## config.mk

```make
export PLATFORM = sky130hd
export DESIGN_NAME = scoreboard_register_file
export DESIGN_NICKNAME = d
export VERILOG_FILES = /design/src/rtl/scoreboard_register_file.sv
export SDC_FILE = /design/constraint.sdc
export NUM_CORES = 1
export LEC_CHECK = 0
export ABC_AREA = 0
export CAP_MARGIN = 40
export CORE_ASPECT_RATIO = 0.7
export CORE_MARGIN = 4
export CORE_UTILIZATION = 40
export DETAILED_ROUTE_END_ITERATION = 8
export PLACE_DENSITY = 0.65
export SYNTH_ARGS = -nofsm -noshare
export SYNTH_HDL_FRONTEND = slang
export SYNTH_SLANG_ARGS = --single-unit
```

## constraint.sdc

```tcl
create_clock -name clk -period 4.75 [get_ports clk]
set_clock_uncertainty 0.15 [all_clocks]
set_input_delay 0.95 -clock clk [delete_from_list [all_inputs] [get_ports clk]]
set_output_delay 0.95 -clock clk [all_outputs]
set_load 0.05 [all_outputs]
```

## src/rtl/scoreboard_register_file.sv

```systemverilog
// Register file with per-register pending (scoreboard) bits, two write ports,
// two combinational read ports with optional forwarding, and a sweep-clear FSM.
module scoreboard_register_file #(
   parameter int DATA_W   = 8,
   parameter int ADDR_W   = 3,
   parameter int ZERO_REG = 1,
   parameter int BYPASS   = 1
) (
   input  logic                          clk,
   input  logic                          rst,
   input  logic [ADDR_W-1:0]             rd_addr_a,
   input  logic [ADDR_W-1:0]             rd_addr_b,
   output logic [DATA_W-1:0]             rd_data_a,
   output logic [DATA_W-1:0]             rd_data_b,
   output logic                          rd_pend_a,
   output logic                          rd_pend_b,
   input  logic                          we0,
   input  logic                          we1,
   input  logic [ADDR_W-1:0]             waddr0,
   input  logic [ADDR_W-1:0]             waddr1,
   input  logic [DATA_W-1:0]             wdata0,
   input  logic [DATA_W-1:0]             wdata1,
   input  logic                          rsv_en,
   input  logic [ADDR_W-1:0]             rsv_addr,
   input  logic                          clr_req,
   output logic                          busy,
   output logic [(2**ADDR_W)*DATA_W-1:0] dbg_regs
);

   localparam int DEPTH = 2 ** ADDR_W;

   typedef enum logic {
      IDLE  = 1'b0,
      CLEAR = 1'b1
   } state_t;

   state_t              state_q, state_d;
   logic [ADDR_W-1:0]   idx_q, idx_d;
   logic [DATA_W-1:0]   regs_q [DEPTH];
   logic [DATA_W-1:0]   regs_d [DEPTH];
   logic [DEPTH-1:0]    pend_q, pend_d;

   logic                wr_ok0, wr_ok1, rsv_ok;
   logic [ADDR_W-1:0]   rd_addr [2];
   logic [DATA_W-1:0]   rd_data [2];
   logic                rd_pend [2];

   // Accesses to a hard-wired zero register are discarded up front so that
   // neither the update path nor the forwarding path has to special-case them.
   always_comb begin
      wr_ok0 = we0    && (state_q == IDLE) && !((ZERO_REG != 0) && (waddr0 == '0));
      wr_ok1 = we1    && (state_q == IDLE) && !((ZERO_REG != 0) && (waddr1 == '0));
      rsv_ok = rsv_en && (state_q == IDLE) && !((ZERO_REG != 0) && (rsv_addr == '0));
   end

   always_comb begin
      state_d = state_q;
      idx_d   = idx_q;
      regs_d  = regs_q;
      pend_d  = pend_q;
      case (state_q)
         IDLE: begin
            if (clr_req) begin
               state_d = CLEAR;
               idx_d   = '0;
            end
            // Port 1 is applied last so it wins a same-address collision;
            // the reserve comes after both writes so it leaves the bit set.
            if (wr_ok0) begin
               regs_d[waddr0] = wdata0;
               pend_d[waddr0] = 1'b0;
            end
            if (wr_ok1) begin
               regs_d[waddr1] = wdata1;
               pend_d[waddr1] = 1'b0;
            end
            if (rsv_ok) begin
               pend_d[rsv_addr] = 1'b1;
            end
         end
         CLEAR: begin
            regs_d[idx_q] = '0;
            pend_d[idx_q] = 1'b0;
            idx_d         = idx_q + 1'b1;
            if (idx_q == ADDR_W'(DEPTH - 1)) begin
               state_d = IDLE;
               idx_d   = '0;
            end
         end
         default: begin
            state_d = IDLE;
            idx_d   = '0;
         end
      endcase
   end

   always_ff @(posedge clk) begin
      if (rst) begin
         state_q <= IDLE;
         idx_q   <= '0;
         pend_q  <= '0;
         for (int i = 0; i < DEPTH; i++) begin
            regs_q[i] <= '0;
         end
      end else begin
         state_q <= state_d;
         idx_q   <= idx_d;
         pend_q  <= pend_d;
         for (int i = 0; i < DEPTH; i++) begin
            regs_q[i] <= regs_d[i];
         end
      end
   end

   assign rd_addr[0] = rd_addr_a;
   assign rd_addr[1] = rd_addr_b;

   // Forwarding only applies in IDLE; wr_ok*/rsv_ok are already gated by it.
   always_comb begin
      for (int p = 0; p < 2; p++) begin
         rd_data[p] = regs_q[rd_addr[p]];
         rd_pend[p] = pend_q[rd_addr[p]];
         if (BYPASS != 0) begin
            if (wr_ok0 && (waddr0 == rd_addr[p])) begin
               rd_data[p] = wdata0;
               rd_pend[p] = 1'b0;
            end
            if (wr_ok1 && (waddr1 == rd_addr[p])) begin
               rd_data[p] = wdata1;
               rd_pend[p] = 1'b0;
            end
            if (((wr_ok0 && (waddr0 == rd_addr[p])) || (wr_ok1 && (waddr1 == rd_addr[p])))
                && rsv_ok && (rsv_addr == rd_addr[p])) begin
               rd_pend[p] = 1'b1;
            end
         end
         if ((ZERO_REG != 0) && (rd_addr[p] == '0)) begin
            rd_data[p] = '0;
            rd_pend[p] = 1'b0;
         end
      end
   end

   assign rd_data_a = rd_data[0];
   assign rd_data_b = rd_data[1];
   assign rd_pend_a = rd_pend[0];
   assign rd_pend_b = rd_pend[1];
   assign busy      = (state_q == CLEAR);

   always_comb begin
      dbg_regs = '0;
      for (int i = 0; i < DEPTH; i++) begin
         dbg_regs[i*DATA_W +: DATA_W] = regs_q[i];
      end
   end

endmodule

```

# --- Word level (Yosys, flattened, before mapping) ---
# Index checks and enable logic that the tools add are counted.
totals:
  regBits: 76
  input_bits: 37
  out_inout_bits: 83
  elab_cells: 140
classes:
  n_addsub: 1
  n_lt_le_gt_ge: 18
  n_eq_ne: 8
  n_mux: 56
  bitwise_logic: 15
  reduce_logical: 31
op_table:
  columns: ["cell", "n"]
  rows:
  - ["2-to-1 mux 64 bit", 3]
  - ["2-to-1 mux 8 bit", 18]
  - ["bitwise mux 64 bit", 2]
  - ["case mux 64 bit (2 select lines)", 1]
  - ["demux 8 bit (select 3 bit)", 3]
  - ["bitwise AND 64 bit", 1]
  - ["inverter 64 bit", 1]
  - ["binary-select mux 8 bit (select 3 bit)", 2]
  - ["bitwise AND 8 bit", 3]
  - ["less-than comparator 3 x 4 -> 1 bit (second input constant)", 6]
  - ["inverter 8 bit", 3]
  - ["logical AND 1 bit", 21]
  - [">= comparator 4 bit (second input constant)", 5]
  - ["inverter 3 -> 4 bit", 5]
  - ["equality test 3 bit", 6]
  - ["2-to-1 mux 1 bit", 16]
  - ["case mux 8 bit (2 select lines)", 1]
  - ["zero test 3 bit", 5]
  - ["demux 1 bit (select 3 bit)", 4]
  - [">= comparator 3 x 1 -> 1 bit (second input constant)", 4]
  - ["less-than comparator 4 x 1 -> 1 bit (second input constant)", 3]
  - ["bitwise OR 8 bit", 1]
  - ["binary-select mux 1 bit (select 3 bit)", 2]
  - ["2-to-1 mux 3 bit", 2]
  - ["other kinds (8)", 11]

# --- Longest topological paths before layout ---
logic_depth:
  word_depth: 14
  depth_mapped: 7
  mapped_depth_nobuf: 6

# --- Least setup slack after synthesis ---
# Ideal clock, no wire load.
synth_path:
  kind: "in2out"
  startpoint: "input rd_addr_b[2]"
  endpoint: "output rd_pend_b"
  t_arrival_ps: 2772
  t_required_ps: 3650
  path_slack_ps: 878
  path_stages: 7
  n_path_buf: 3
  path_cell_list: "buf_2 -> buf_6 -> buf_6 -> xor2_1 -> a2111oi_0 -> o21ai_1 -> mux2i_1"
synth_between:
  elab_chain_len: 7
  word_cells_on_any_way: 15
  cone_classes: "3 x eq/ne; 6 x mux; 6 x reduce/logical"
synth_lines:
  columns: ["item", "line", "source"]
  rows:
  - ["from (decl)", "12", "input logic [ADDR_W-1:0] rd_addr_b,"]
  - ["branches (longest 6 deep; another with binary-select mux 1 bit (select 3 bit))", null, null]
  - ["2-to-1 mux 1 bit (*)", "137", "if ((ZERO_REG != 0) && (rd_addr[p] == '0)) begin"]
  - ["to (decl)", "16", "output logic rd_pend_b,"]
# Every way passes the cells marked *. The select of a mux whose other input is x is not followed.

# --- Worst setup path in the final report ---
layout_path:
  startpoint: "input rd_addr_b[1]"
  endpoint: "output rd_pend_b"
# Same word-level chain as after synthesis.

==> results.toml <==
[status]
status = "completed"

[floorplanning]
core-area_sq_um = 14700
fp.dieH_um = 110
fp-row-count = 37
initial_core_util_pct = 40.7
die_area_sq_um = 17000
io_pins = 120
die_w_um = 154

[clocking]
numCtsBuffers = 9
root_buffer = "clkbuf_16"
clock-sinks = 75
htree_levels = 3
clock_latency_ns = 0.35
post_cts_buffers = 0
clk_pin_slew_ns = 0.06
hold_buffers = 0
cts_tree = "done"
cts_buffer_depth = 2
post_cts_resized = 0

[cells_and_area]
antenna_cells = 0
fill_cells = 1325
drive_gt1_share_pct = 15.4
area_growth_pct = 25.7
nNetsFinal = 822
multi_input_area_sq_um = 4080
post-route-util_pct = 51.2
seq_area_sq_um = 1500

[worst_hold_path]
min_path_type = "reg2reg"

[pwr]
seq_power_share_pct = 34.8
p_per_area_nw_per_um2 = 271
combPwrFrac_pct = 29.8
p_sw_uw = 723
p_sw_share_pct = 35.6
power_uw = 2030
power_frac_clock_pct = 35.4
p_int_uw = 1310
power.static_leakage_uw = 0.00272
ir_drop_mv = 0.169

[sta]
min_period_over_period_pct = 92.5
worst_pin_slew_ns = 0.875
finalHoldViolCount = 0
min_period_ns = 4.39
tns_ns = 0
drv_slew = 0
max_freq_mhz = 228
rsz0062_at_grt = "false"
relSlewSlack_pct = 41.6
setup_viol = 0

[place]
gp_congestion = 0.963
port_buffers = 119
dp_hpwl_um = 18400

[synth]
ys_seq_elements = 75
synth_top_area_share_pct = 25.1
async_reset_ff_share_pct = 0
seq_area_frac_synth_pct = 25.1
synth_cell_types = 58
synth_common_cells = "dfxtp_1, o21ai_1, nand2_1"
synth_area_leaders = "dfxtp_1, mux4_2, a211oi_1"
ys.flop_type = "dfxtp_1"
synthCells = 699
yosys.area.top_type = "dfxtp_1"
yosysWarnings = 0
syn_area_per_cell_sq_um = 8.55
yosysMostFrequentCell = "dfxtp_1"
syn_nets = 738
syn_area_sq_um = 5980
synth_edf_count = 0

[drt]
drc_errors = 0
dr.first_iter.drc_count = 981
vias = 6562
totalWireLength_um = 25200
routedWlPerCell_um = 25.7
avgViaCountPerCell = 6.68
drt_pass1_iterations = 5
drtAntennaViolNets = 0

[global_routing]
antenna_found_initial = 0
grt_pass1_wl_um = 37700
grt-ovfl-total = 0
grt_pass1_vias = 6233
grt_max_degree = 57
grt_use_total_pct = 29.1

[run]
maxCapViolCount = 0

[setup_path]
cp-start-kind = "primary input"
critPathArrivalTime_ns = 3.29
worstPathRequired_ns = 3.65
crit_type = "in2out"
end_kind = "primary output"
path_max_fanout = 15
[through the flow]
| step | instances | setup slack [ns] | hold slack [ns] | instance area [sq um] |
|---|---|---|---|---|
| after CTS | 982 | 0.399 | 0.358 | 7510 |
| after floorplan | 699 | 0.878 | 0.311 | 5980 |
| after global placement | 965 | 0.435 | 0.348 | 7190 |
| after detailed placement | 967 | 0.403 | 0.350 | 7210 |
| final | 982 | 0.358 | 0.358 | 7510 |
| after global routing | 982 | 0.268 | 0.373 | 7510 |
[registers in the layout, indices dropped and copies added, names as in the netlist]
| signal | cells |
|---|---|
| busy | 1 |
| pend_q | 7 |
| idx_q | 3 |
| dbg_regs | 64 |
[routing by layer]
layer  GRT usage (%)  routed length, um
met2            42.3              10500
met5               0                  0
met1            41.7              10700
met4            7.88                446
met3            9.17               3600
[cell usage in the layout (no fill, tap or decap), types with 4 or more instances in the layout]
master and instances:
clkdlybuf4s50_1 101, dfxtp_1 75, o21ai_1 63, nand2_1 62, and3_1 61, a211oi_1 60, o21ai_0 59, buf_4 34
mux4_2 27, a21oi_1 27, mux2_2 16, a22oi_1 16, o31ai_1 16, nor2_1 13, nand3_1 12, and2_1 12
xnor2_1 11, nor3b_1 9, nor2b_1 9, clkbuf_16 9, o2bb2ai_1 8, mux4_1 7, nand2_2 6, nand2b_1 5
a31oi_1 5, buf_12 5, mux2i_1 4, xor2_1 4, a221oi_1 4
[kinds of logic after synthesis]
| family | Yosys count | synth area share, % |
|---|---|---|
| simple gates | 208 | 19.7 |
| compound gates | 273 | 28.8 |
| flops | 75 | 25.1 |
| mux | 54 | 16.9 |
| fa+ha+maj | 2 | 0.419 |
| buf+inv | 71 | 6.60 |
| xor+xnor | 16 | 2.47 |
[power by group through the flow]
stage                     Sequential [uW]  Clock (uW)  Combinational [uW]
after global placement                717           0                 584
after floorplan                       770           0                 325
final                                 708         720                 605
after global routing                  710         750                 636
after detailed placement              718           0                 593
after CTS                             704         724                 595
[worst paths after layout]
kind / start / depth (start not counted) / endpoint / slack (ns)
setup / recovery: rd_addr_b[1] / 8 / rd_pend_b / 0.36
hold / removal: dbg_regs[16] / 2 / dbg_regs[16] / 0.36
setup reg to reg: busy / 6 / dbg_regs[38] / 2.42
hold reg to reg: dbg_regs[16] / 2 / dbg_regs[16] / 0.36
[area by class of cell]
cell class	count	area share (%)
multi-input cells	553	54.3
flip-flops and latches	75	20.0
repair buffers	140	18.2
clock buffers	12	3.41
well taps	195	3.25
clock inverters	3	0.616
inverters	4	0.200
[critical path: stages]
cell and delay, ns:
clkdlybuf4s50_1 0.50, buf_4 0.31, buf_4 0.25, xnor2_1 0.16, nand3_1 0.32, o22ai_1 0.26
mux2i_1 0.35, buf_12 0.18
Power figures use the tool's default switching activity.
